### config.mk
export PLATFORM = sky130hd
export DESIGN_NAME = note_scheduler
export DESIGN_NICKNAME = d
export VERILOG_FILES = /design/src/rtl/note_scheduler.sv
export SDC_FILE = /design/constraint.sdc
export NUM_CORES = 1
export LEC_CHECK = 0
export ABC_AREA = 0
export BUFFER_PORTS_ARGS = -buffer_cell sky130_fd_sc_hd__buf_2
export CORE_MARGIN = 5
export CORE_UTILIZATION = 57
export CTS_BUF_LIST = sky130_fd_sc_hd__clkbuf_4 sky130_fd_sc_hd__clkbuf_8 sky130_fd_sc_hd__clkbuf_16
export DETAILED_ROUTE_END_ITERATION = 7
export PLACE_DENSITY = 0.8
export SLEW_MARGIN = 10
export SYNTH_ARGS = -nofsm -noshare
export SYNTH_HDL_FRONTEND = slang
export SYNTH_SLANG_ARGS = --single-unit
### constraint.sdc
create_clock -name clk -period 2.9 [get_ports clk]
set_clock_uncertainty 0.2 [all_clocks]
set_input_delay 0.58 -clock clk [delete_from_list [all_inputs] [get_ports clk]]
set_output_delay 0.58 -clock clk [all_outputs]
set_load 0.05 [all_outputs]
### src/rtl/note_scheduler.sv
// Last-note-priority keyboard scanner that offers {gate, note, octave} updates to a tone generator.
// Optional NOTE_HOLD_EN adds a sustain input that keeps the last note sounding after all keys are released.
module note_scheduler #(
    parameter int TICK_COUNT = 250000,
    parameter int SCALE_MIN  = 1,
    parameter int SCALE_MAX  = 5
) (
    input  logic       clk,
    input  logic       reset,
    input  logic [7:0] keys,
    input  logic [7:0] scale,
`ifdef NOTE_HOLD_EN
    input  logic       hold,
`endif
    input  logic       cfg_ready,
    output logic       cfg_valid,
    output logic       cfg_gate,
    output logic [2:0] cfg_note,
    output logic [2:0] cfg_octave,
    output logic [7:0] active_led
);

    localparam int            CW        = (TICK_COUNT > 1) ? $clog2(TICK_COUNT) : 1;
    localparam logic [CW-1:0] TICK_LAST = CW'(TICK_COUNT - 1);
    localparam logic [7:0]    SMIN8     = 8'(SCALE_MIN);
    localparam logic [7:0]    SMAX8     = 8'(SCALE_MAX);
    localparam logic [2:0]    SMIN3     = 3'(SCALE_MIN);
    localparam logic [2:0]    SMAX3     = 3'(SCALE_MAX);

    // Handshake: the payload is offered while cfg_valid=1 and stays frozen until a
    // rising edge sees cfg_valid & cfg_ready; that edge is the transfer.
    typedef enum logic {IDLE, SEND} state_t;

    state_t        state_q, state_d;
    logic [CW-1:0] tick_cnt;
    logic          tick;
    logic [7:0]    keys_meta, keys_sync;
    logic [7:0]    pressed, prev_pressed, next_pressed, new_press;
    logic [2:0]    cur_key;
    logic          any_held, gate_d;
    logic [2:0]    octave_d;
    logic [6:0]    desired, payload, last_sent;
    logic          load, accept;

    function automatic logic [2:0] lowest_idx(input logic [7:0] v);
        lowest_idx = 3'd0;
        for (int i = 7; i >= 0; i--) begin
            if (v[i]) lowest_idx = 3'(i);
        end
    endfunction

    assign tick = (tick_cnt == TICK_LAST);

    always_ff @(posedge clk or posedge reset) begin
        if (reset) begin
            tick_cnt <= '0;
        end else if (tick) begin
            tick_cnt <= '0;
        end else begin
            tick_cnt <= tick_cnt + 1'b1;
        end
    end

    always_ff @(posedge clk or posedge reset) begin
        if (reset) begin
            keys_meta <= 8'd0;
            keys_sync <= 8'd0;
        end else begin
            keys_meta <= keys;
            keys_sync <= keys_meta;
        end
    end

    // New presses are judged against the sample being replaced, so cur_key moves on the same tick edge.
    always_comb begin
        next_pressed = ~keys_sync;
        new_press    = next_pressed & ~pressed;
    end

    always_ff @(posedge clk or posedge reset) begin
        if (reset) begin
            pressed      <= 8'd0;
            prev_pressed <= 8'd0;
            cur_key      <= 3'd0;
        end else if (tick) begin
            pressed      <= next_pressed;
            prev_pressed <= pressed;
            if (|new_press) begin
                cur_key <= lowest_idx(new_press);
            end else if ((|next_pressed) && !next_pressed[cur_key]) begin
                cur_key <= lowest_idx(next_pressed);
            end
        end
    end

    assign any_held = |pressed;

`ifdef NOTE_HOLD_EN
    logic sustain;

    // sustain remembers that a note was sounding, so hold alone never starts one.
    always_ff @(posedge clk or posedge reset) begin
        if (reset) begin
            sustain <= 1'b0;
        end else begin
            sustain <= gate_d;
        end
    end

    assign gate_d = any_held | (hold & sustain);
`else
    assign gate_d = any_held;
`endif

    always_comb begin
        octave_d = scale[2:0];
        if (scale < SMIN8) begin
            octave_d = SMIN3;
        end else if (scale > SMAX8) begin
            octave_d = SMAX3;
        end
        desired = gate_d ? {1'b1, cur_key, octave_d} : 7'd0;
    end

    always_comb begin
        state_d   = state_q;
        load      = 1'b0;
        accept    = 1'b0;
        cfg_valid = 1'b0;
        case (state_q)
            IDLE: begin
                if (desired != last_sent) begin
                    load    = 1'b1;
                    state_d = SEND;
                end
            end
            SEND: begin
                cfg_valid = 1'b1;
                if (cfg_ready) begin
                    accept  = 1'b1;
                    state_d = IDLE;
                end
            end
            default: state_d = IDLE;
        endcase
    end

    always_ff @(posedge clk or posedge reset) begin
        if (reset) begin
            state_q   <= IDLE;
            payload   <= 7'd0;
            last_sent <= 7'd0;
        end else begin
            state_q <= state_d;
            if (load)   payload   <= desired;
            if (accept) last_sent <= payload;
        end
    end

    assign cfg_gate   = payload[6];
    assign cfg_note   = payload[5:3];
    assign cfg_octave = payload[2:0];
    assign active_led = last_sent[6] ? (8'd1 << last_sent[5:3]) : 8'd0;

endmodule

After elaboration in Yosys (flattened, before gate mapping)
Index checks and enable logic that the tools add are counted.
Widths: inputs -> output; s select.

word-level totals
  bits in registers = 60
  output and inout bits = 16
  word-level logic and storage cells = 58

cells by class
  add/subtract/negate cells = 1
  order comparisons = 3
  equality and inequality tests = 2
  shift operators = 1
  mux-type cells = 32
  bitwise operators = 4
  reductions and logical operators = 7

operators with widths
  operator               count
  $mux 3                 20
  $reduce_or 8->1        3
  $add 18x1->18 const B  1
  $eq 18x18->1 const B   1
  $mux 18                1
  $not 8->8              2
  $and 8x8->8            1
  $gt 8x3->1 const B     1
  $lt 8x1->1 const B     1
  $mux 8                 1
  $shl 1x3->8 const A    1
  $mux 1                 7
  $mux 7                 1
  $ne 7x7->1             1
  $lt 3x4->1 const B     1
  $bmux 1 s3             1
  $pmux 1 s2             1
  $reduce_and 2->1       1
  $reduce_bool 2->1      1
  $logic_and 1x1->1      1
  $logic_not 1->1        1
  $not 1->1              1

Logic depth before layout (Yosys ltp)
Gate-level depths: netlist (run 1).

  depth in word-level cells = 11
  gate-level depth with buffers = 7
  depth with buffers taken out = 6

Least setup slack after synthesis (run 1)
No wires, ideal clock.

  path type = input to register
  start = input port scale[6]
  end = register payload[0]
  setup time = 0.125 ns
  arrival = 2.310 ns
  required time = 2.575 ns
  slack = 0.265 ns
  cell stages on the path = 7
  path buffers = 1
  path through = or4_4 nor3_2 mux2i_1 o32ai_2 a41o_1 buf_6 mux2_4

between the ends
  longest elaborated chain between the ends = 7

RTL lines
  item                    line  text
  start: declaration      11    input logic [7:0] scale,
  $gt 8x3->1              119   end else if (scale > SMAX8) begin
  $mux 3                  119
  $mux 3 (*)              117   if (scale < SMIN8) begin
  $mux 7 (*)              122   desired = gate_d ? {1'b1, cur_key, octave_d} : 7'd0;
  $ne 7x7->1              132   if (desired != last_sent) begin
  $mux 1                  132
  $mux 1                  130   case (state_q)
  end signal: assignment  155   if (load) payload <= desired;
  end: declaration        42    logic [6:0] desired, payload, last_sent;

Mark *: on every way between the ends. The rest lies on a longest branch, timed or not.
A chain may end at the register's enable or synchronous reset.

Worst setup path in the final report (run 1)
  start = register pressed[1]
  end = register payload[2]

between the ends
  longest elaborated chain between the ends = 5

RTL lines
  item                      line  text
  start: declaration        38    logic [7:0] pressed, prev_pressed, next_pressed, new_press;
  start signal: assignment  86    pressed <= next_pressed;
  $reduce_or 8->1 (*)       96    assign any_held = |pressed;
  $mux 7 (*)                122
  $ne 7x7->1                132
  $mux 1                    132
  $mux 1                    130

Marked as above.

==> run metrics, run 1 <==
sequential share of the synthesized area=54.01%; Synth Cell Area=2780 um^2; via total after detailed routing=1,998; Layout area overhead=15.84%; placed cell area=~3000 um^2; ANT nets after route=0; layout net count=314; CTS Buffer Depth=2; RR Endpoint=payload[2]$_DFFE_PP0P_; Initial Util=58.86%; Antenna Cells=0; 1st-pass router iterations=4; layout cell share with drive strength beyond 1=25.93%; Seq pwr share=51.5%; setup violators final=0; PwrDens=about 540 nW/um^2; hold_buf cts=0; DPL Wire Length=3667 um; relative slew slack=59.13%; Final min period=2.679 ns; vias in the first global route=2,003; Final GP Congestion=about 0.85; RSZ-0062 raised after global routing=false; R2R setup slack=0.22 ns; H-tree levels=3; worst-path fanout max=8; Die X-Extent=79.84 um; Int Pwr=approximately 1.3 mW; cells after synthesis=248; DRT iter0 DRCs=128; CP required=2.91 ns; FF-to-FF Start=pressed[1]$_DFFE_PP0N_; fin area=3221 um^2; gr usage total=18.59%; drt total wl=5049 um; Worst Path Arrival=2.68 ns; Ys Warns=0; drc violations=0; maximum operating frequency=0.3733 GHz; clock latency at the later pin of the worst-skew pair=between 0.3 and 0.4 ns; number of max-cap violations=0; wire length per cell=13.87 um; Core ar.=4723 um^2; slew of the pin with the lowest slew margin=0.6122 ns; Num Clock Sinks=60; # Post-CTS Setup Buffers=0; IO buf count=34; Ports=35; Critical Path Sink Type=register; Post-synth EDFFs=0; Final period util=a little over 90%; status=finished clean; vias per cell=roughly 5.5; LEAKAGE=1.536 nW; final setup margin=0.2209 ns; Peak VDD IR=between 0.0003 and 0.0004 V; Setup CP Type=reg2reg; Site Rows=25; Die Ht=79.84 um; Syn Nets=268; Sw Pwr=about 0.43 mW; final hold violations=0; largest net degree at the start of global routing=31; Slew Viols, Final=0; switch share=24.70%; Synth async-reset ratio=100.0%; root buf cell=clkbuf_8; synthesized flop and latch total=60; Place WS=-0.06069 ns; CTS tree=yes; Top FF cell, synth=dfrtp_1; initial antenna violation count=0; crit path launch type=register; CTS buffer count=9; clock share of power=roughly 38%; # resized after CTS=0; first-pass GRT wire length=9108 um; Clock transition at path regs=roughly 0.070 ns; global route overflow=0; Avg Inst Size Synth=11.21 um^2; combinational fraction of design power=10.6%; Fillers=356; path depth of the worst reg2reg path=6; die area=about 6400 um^2; Cell variety after synth=44; worst hold path type=in2async
stage by stage:
step	setup TNS (ns)	util, %	power (mW)	hold slack [ns]	cells
4_1_cts	0	68.19	1.752	0.1301	364
6_report	0	68.19	1.726	0.1234	364
2_1_floorplan	0	-	1.045	0.1312	248
5_1_grt	0	68.19	1.827	0.1289	364
3_5_place_dp	-0.2862	64.48	1.084	0.1355	350
3_3_place_gp	0	64.48	1.080	0.1320	350
power groups by stage:
stage,combinational (mW),sequential [mW],clock (mW)
2_1_floorplan,0.118,0.927,0
3_3_place_gp,0.180,0.901,0
3_5_place_dp,0.182,0.902,0
4_1_cts,0.184,0.887,0.680
5_1_grt,0.201,0.892,0.734
6_report,0.183,0.888,0.655
registers in the layout, indices dropped and copies added (netlist names):
signal / cells
cur_key: 3
keys_meta: 8
keys_sync: 8
last_sent: 7
payload: 7
pressed: 8
state_q: 1
tick_cnt: 18
synthesized netlist by cell type, types with 5 or more instances:
| master | number | area [um^2] |
|---|---|---|
| dfrtp_1 | 60 | 1501 |
| nor2_1 | 32 | 120.1 |
| nand2_1 | 24 | 90.09 |
| a21oi_1 | 10 | 50.05 |
| inv_1 | 9 | 33.78 |
| xor2_1 | 9 | 78.83 |
| mux2_2 | 7 | 78.83 |
| nand3_1 | 7 | 35.03 |
| mux2_4 | 6 | 90.09 |
| mux2i_1 | 6 | 60.06 |
| nor3_1 | 6 | 30.03 |
| o21ai_0 | 6 | 30.03 |
| nand4_1 | 5 | 31.28 |
| o22ai_1 | 5 | 31.28 |
| xnor2_1 | 5 | 43.79 |
worst max-delay path, cell delays in order, from the launching register on:
cell and delay (ns):
dfrtp_1 0.43, nor4_4 0.34, nand2_2 0.17, and2_1 0.22, a211oi_1 0.37, a41o_1 0.49
mux2_4 0.34
worst max path at each step:
stage,start,end,slack [ns],cells past startpoint
6_report,pressed[1]$_DFFE_PP0N_,payload[2]$_DFFE_PP0P_,0.22,6
3_5_place_dp,scale[6],payload[2]$_DFFE_PP0P_,-0.06,7
2_1_floorplan,scale[6],payload[0]$_DFFE_PP0P_,0.26,7
5_1_grt,pressed[1]$_DFFE_PP0N_,payload[6]$_DFFE_PP0P_,0.06,6
3_3_place_gp,scale[6],payload[0]$_DFFE_PP0P_,0.009,7
4_1_cts,pressed[1]$_DFFE_PP0N_,payload[2]$_DFFE_PP0P_,0.20,6
layout by cell type, fill, tap and decap left out, types with 2 or more instances in the layout:
cell type	n
dfrtp_1	60
buf_2	34
nor2_1	32
nand2_1	24
clkbuf_8	12
a21oi_1	10
xor2_1	9
inv_1	8
nand3_1	7
mux2_2	7
nor3_1	6
o21ai_0	6
mux2_4	6
mux2i_1	6
nand4_1	5
xnor2_1	5
o22ai_1	5
nor4_4	4
and2_1	4
or3_1	4
buf_4	4
and3_1	3
o21ai_1	3
nor2b_1	3
mux2_1	3
nor4b_1	2
nand2b_1	2
a211oi_1	2
mux4_2	2
clkinv_2	2
logic make-up after synthesis:
kind of cell	synth area share, %
flops	54.01
xor+xnor	4.411
compound gates	8.056
fa+ha+maj	0.4500
simple gates	20.12
buf+inv	1.890
mux	11.07
layout make-up:
cell class | count | area (um^2) | area share [%]
timing repair buffer | 38 | 200.2 | 6.216
clock inverter | 2 | 10.01 | 0.3108
multi-input combinational | 176 | 1226 | 38.07
sequential | 60 | 1501 | 46.62
clock buffer | 12 | 165.2 | 5.128
inverter | 9 | 33.78 | 1.049
tap | 67 | 83.83 | 2.603
routing by layer:
layer  vias to the layer above  track usage, %  part of all wire [%]
met5                         -               0                     0
met4                         0           8.953                   1.4
met3                         8           6.095                   5.1
met2                        66           29.72                    48
met1                       959           22.65                    45
li1                        965               -                     -
Power figures use the tool's default switching activity.
==> run 2, diff against run 1 <==
- CAP_MARGIN: default -> 10
- CORE_UTILIZATION: 57 -> 55
- PLACE_DENSITY: 0.8 -> 0.77
==> run 2 against run 1 <==
Against the previous run: sequential power about the same; count of clock-buffer cells in the layout up 1; critical path depth up 1; core utilization down 1.5 points; clock power up 0.6%; register-to-register slack better by 0.13 ns; worst setup slack better by 0.11 ns; sequential share of layout area up 0.091 points; fmax up 4.2%; wire length down 6.3%; die area up 3.2%.
==> run metrics, run 2 (synthesis results as in run 1) <==
die area=6576 um^2; Slew Viols, Final=0; Ports=35; Fillers=375; CP bufs+invs=1; CTS tree=yes; Final GP Congestion=around 0.85; layout cell share with drive strength beyond 1=25.93%; largest net degree at the start of global routing=61; cell family with most CP delay=compound AO/OA/AOI/OAI gates; CTS Buffer Depth=2; Layout area overhead=15.62%; first-pass GRT wire length=8500 um; drc violations=0; 1st-pass router iterations=4; Critical Path Sink Type=register; CP required=2.91 ns; number of max-cap violations=0; Setup CP Type=in2reg; Die Ht=81.10 um; Int Pwr=about 1.3 mW; global route overflow=0; final cell count without fillers=364; CTS buffer count=9; Clock transition at path regs=0.06 ns; Worst Path Arrival=about 2.6 ns; Num Clock Sinks=60; DPL Wire Length=3418 um; critical path's largest stage delay=approximately 0.55 ns; gr usage total=about 17%; Initial Util=57.71%; CP Cell Sequence=buf_2 > or4_4 > nor3_2 > a21oi_1 > o32ai_2 > a41o_1 > mux2_4; grt met3 use=3.659%; commonest non-fill, non-tap cell in the layout=dfrtp_1; Slowest-stage cell, CP=or4_4; Core ar.=just under 5000 um^2; worst hold path type=reg2reg; most flop-heavy register=tick_cnt; worst-path fanout max=6; # resized after CTS=0; placed cells=349; grt met1 use=23.36%; setup violators final=0; Site Rows=25; H-tree levels=3; relative slew slack=between 50% and 60%; clock latency at the later pin of the worst-skew pair=0.33 ns; setup TNS=0 ns; IO buf count=34; drt total wl=4729 um; Sw Pwr=between 0.4 and 0.5 mW; status=finished clean; wire length per cell=12.99 um; clock share of power=38.0%; ANT nets after route=0; slew of the pin with the lowest slew margin=0.7241 ns; commonest non-fill, non-tap cells in the layout=dfrtp_1 (60), buf_2 (34), nor2_1 (32); combinational fraction of design power=10.8%; vias in the first global route=about 1,900; switch share=24.66%; Seq pwr share=51.2%; Final period util=88.62%; root buf cell=clkbuf_8; initial antenna violation count=0; grt peak-use layer=met2; crit path launch type=primary input; hold_buf cts=0; max reg flops=18; via total after detailed routing=1,952; LEAKAGE=1.532 nW; Die X-Extent=81.10 um; maximum operating frequency=0.3891 GHz; vias per cell=5.363; layout net count=313; routing usage on met2=25.37%; Final min period=approximately 2.6 ns; RSZ-0062 raised after global routing=false; Peak VDD IR=between 0.0003 and 0.0004 V; # Post-CTS Setup Buffers=0; DRT iter0 DRCs=just over 80; Antenna Cells=0; PwrDens=539.0 nW/um^2; final hold violations=0
[run 2: layer usage]
layer  part of all wire, %  vias to the layer above
met4                   2.3                        0
li1                      -                      962
met3                   5.4                       12
met2                    44                       50
met5                     0                        -
met1                    48                      928
[run 2: cell type report]
cell class | instances | area [um^2] | area share [%]
flip-flops and latches | 60 | 1501 | 46.71
multi-input cells | 176 | 1226 | 38.15
repair buffers | 37 | 192.7 | 5.995
clock buffers | 13 | 166.4 | 5.177
well taps | 67 | 83.83 | 2.608
inverters | 9 | 33.78 | 1.051
clock inverters | 2 | 10.01 | 0.3114
[run 2: through the flow]
step | hold slack [ns] | setup slack [ns] | area (um^2) | utilization [%] | power (mW)
final | 0.1470 | 0.3301 | 3214 | 66.73 | 1.733
after global routing | 0.1430 | 0.2138 | 3214 | 66.73 | 1.811
after CTS | 0.1403 | 0.3567 | 3214 | 66.73 | 1.752
after detailed placement | 0.1347 | 0.001933 | 3038 | 63.06 | 1.090
after global placement | 0.1319 | 0.04230 | 3038 | 63.06 | 1.086
after floorplan | 0.1312 | 0.2647 | 2780 | - | 1.045
[run 2: power by group through the flow]
stage / sequential (mW) / clock [mW] / combinational, mW
5_1_grt: 0.891 / 0.717 / 0.202
2_1_floorplan: 0.927 / 0 / 0.118
4_1_cts: 0.887 / 0.676 / 0.188
3_3_place_gp: 0.900 / 0 / 0.185
6_report: 0.887 / 0.659 / 0.187
3_5_place_dp: 0.903 / 0 / 0.188
[run 2: worst paths after layout]
| path | startpoint | endpoint | slack [ns] | cells after the start |
|---|---|---|---|---|
| worst max-delay path | scale[6] | payload[6]$_DFFE_PP0P_ | 0.33 | 7 |
| worst min-delay path | keys_meta[5]$_DFF_PP0_ | keys_sync[5]$_DFF_PP0_ | 0.15 | 0 |
| worst max register to register | pressed[1]$_DFFE_PP0N_ | payload[6]$_DFFE_PP0P_ | 0.35 | 6 |
| worst min register to register | keys_meta[5]$_DFF_PP0_ | keys_sync[5]$_DFF_PP0_ | 0.15 | 0 |
| max in group asynchronous | reset | tick_cnt[6]$_DFF_PP0_ | 1.77 | 3 |
| min in group asynchronous | reset | tick_cnt[12]$_DFF_PP0_ | 0.25 | 3 |
[run 2: worst reg2reg max path, delay by kind of cell (launching register included)]
kind | cells | cell delay, ns
flip-flops | 1 | 0.44
multiplexers | 1 | 0.33
AO/OA/AOI/OAI | 2 | 0.75
AND/OR/NAND/NOR | 3 | 0.71
==> run 3, diff against run 2 <==
--- a/config.mk
+++ b/config.mk
@@ -14,3 +14,4 @@
 export DETAILED_ROUTE_END_ITERATION = 7
-export PLACE_DENSITY = 0.77
+export HOLD_SLACK_MARGIN = 0.15
+export PLACE_DENSITY = 0.86
 export SLEW_MARGIN = 10
==> constraint.sdc (replaced) <==
create_clock -name clk -period 2.9 [get_ports clk]
set_clock_uncertainty 0.2 [all_clocks]
set_input_delay 0.29 -clock clk [delete_from_list [all_inputs] [get_ports clk]]
set_output_delay 0.29 -clock clk [all_outputs]
set_load 0.05 [all_outputs]
==> run 3 against run 2 <==
Against the previous run: core utilization rose by 2.2 points; flip-flop and latch count did not move; first-iteration DRC count fell by 11%; worst hold slack improved by 0.0017 ns; power rose by 4.9%; count of clock-buffer cells in the layout fell by 1; final area rose by 3.3%; fmax fell by 2.0%; via count rose by 3.4%; wire length rose by 12%; critical path type is now reg2reg; critical endpoint is now payload[3]$_DFFE_PP0P_; largest cell class unchanged; largest power group unchanged.
==> run metrics, run 3 (synthesis results as in run 1) <==
commonest non-fill, non-tap cell in the layout=dfrtp_1; setup TNS=0 ns; setup violators final=0; 1st-pass router iterations=4; clock share of power=40.5%; global route overflow=0; final setup margin=0.2789 ns; largest net degree at the start of global routing=29; CTS tree=yes; clock latency at the later pin of the worst-skew pair=~0.33 ns; Setup CP Type=reg2reg; Fillers=361; layout cell share with drive strength beyond 1=between 20% and 30%; Critical Path Source=pressed[1]$_DFFE_PP0N_; Slew Viols, Final=0; final core occ=~69%; worst-path fanout max=8; Int Pwr=1.383 mW; LEAKAGE=1.576 nW; final hold slack=0.1488 ns; DRT iter0 DRCs=72; Final min period=~2.6 ns; FF-to-FF Start=pressed[1]$_DFFE_PP0N_; Clock transition at path regs=around 0.06 ns; Critical Path Sink Type=register; root buf cell=clkbuf_8; Die Ht=a little over 80 um; path depth of the worst reg2reg path=6; Die X-Extent=81.10 um; Sw Pwr=0.4354 mW; drt total wl=5282 um; IO buf count=34; Core ar.=4817 um^2; DPL Wire Length=3637 um; Final GP Congestion=0.9053; ANT nets after route=0; CP required=2.91 ns; H-tree levels=3; Layout area overhead=19.49%; slew of the pin with the lowest slew margin=0.5889 ns; layout net count=322; Place WS=0.2304 ns; CTS buffer count=9; total chip power=1.818 mW; vias in the first global route=1,999; Seq pwr share=48.9%; maximum operating frequency=0.3815 GHz; drc violations=0; R2R setup slack=approximately 0.28 ns; RSZ-0062 raised after global routing=false; status=finished clean; Ports=35; Antenna Cells=0; worst hold path type=reg2reg; final hold violations=0; RR Endpoint=payload[3]$_DFFE_PP0P_; initial antenna violation count=0; Num Clock Sinks=60; vias per cell=5.427; PwrDens=around 550 nW/um^2; relative slew slack=60.68%; max reg flops=18; Initial Util=57.71%; commonest non-fill, non-tap cells in the layout=dfrtp_1 (60), buf_2 (34), nor2_1 (32); die area=6576 um^2; # resized after CTS=0; combinational fraction of design power=10.7%; first-pass GRT wire length=between 9000 and 10,000 um; Worst Path Arrival=2.63 ns; switch share=23.95%; gr usage total=19.51%; number of max-cap violations=0; CTS Buffer Depth=2; Final period util=roughly 90%; Worst setup endpoint=payload[3]$_DFFE_PP0P_; Peak VDD IR=0.0003472 V; via total after detailed routing=2,019; most flop-heavy register=tick_cnt; Site Rows=25; crit path launch type=register; wire length per cell=14.20 um
==> run 3: worst min-delay path by stage <==
stage	start	endpoint	slack, ns	cells past startpoint
4_1_cts	keys_meta[5]$_DFF_PP0_	keys_sync[5]$_DFF_PP0_	0.15	0
2_1_floorplan	keys[0]	keys_meta[0]$_DFF_PP0_	0.12	0
3_5_place_dp	keys_meta[1]$_DFF_PP0_	keys_sync[1]$_DFF_PP0_	0.14	0
3_3_place_gp	keys_meta[1]$_DFF_PP0_	keys_sync[1]$_DFF_PP0_	0.13	0
5_1_grt	keys_meta[5]$_DFF_PP0_	keys_sync[5]$_DFF_PP0_	0.15	0
6_report	keys_meta[1]$_DFF_PP0_	keys_sync[1]$_DFF_PP0_	0.15	0
==> run 3: layout make-up <==
cell class                 count  area [um^2]  area share [%]
clock inverter                 2        35.03           1.055
inverter                       9        33.78           1.017
timing repair buffer          46        282.8           8.512
sequential                    60         1501           45.20
tap                           67        83.83           2.524
multi-input combinational    176         1226           36.91
clock buffer                  12        158.9           4.783
==> run 3: per-layer routing <==
metal | share of wire, % | GRT usage (%) | vias to the layer above
met4 | 2.1 | 7.770 | 0
met2 | 48 | 31.03 | 63
met1 | 44 | 24.36 | 967
met3 | 5.2 | 6.874 | 10
li1 | - | - | 979
met5 | 0 | 0 | -
==> run 3: critical path: stages, from the launching register on <==
cell	delay [ns]
dfrtp_1	0.43
nor4_4	0.32
nand2_2	0.17
mux2_2	0.32
o22ai_1	0.24
a41o_1	0.48
mux2_4	0.34
==> run 3: power groups by stage <==
stage	Clock [mW]	Combinational (mW)	Sequential, mW
floorplan	0	0.118	0.927
global placement	0	0.179	0.901
detailed placement	0	0.181	0.902
CTS	0.756	0.195	0.888
global route	0.807	0.210	0.893
finish	0.736	0.194	0.888
==> run 3: per-stage QoR <==
step | instance area [um^2] | instances
after floorplan | 2780 | 248
after global placement | 3038 | 349
after detailed placement | 3038 | 349
after CTS | 3322 | 372
after global routing | 3322 | 372
final | 3322 | 372
==> run 3: what timing repair did <==
item	CTS	global route
endpoints found under the hold margin	34	0
hold buffers	9	0
buffers inserted	0	0
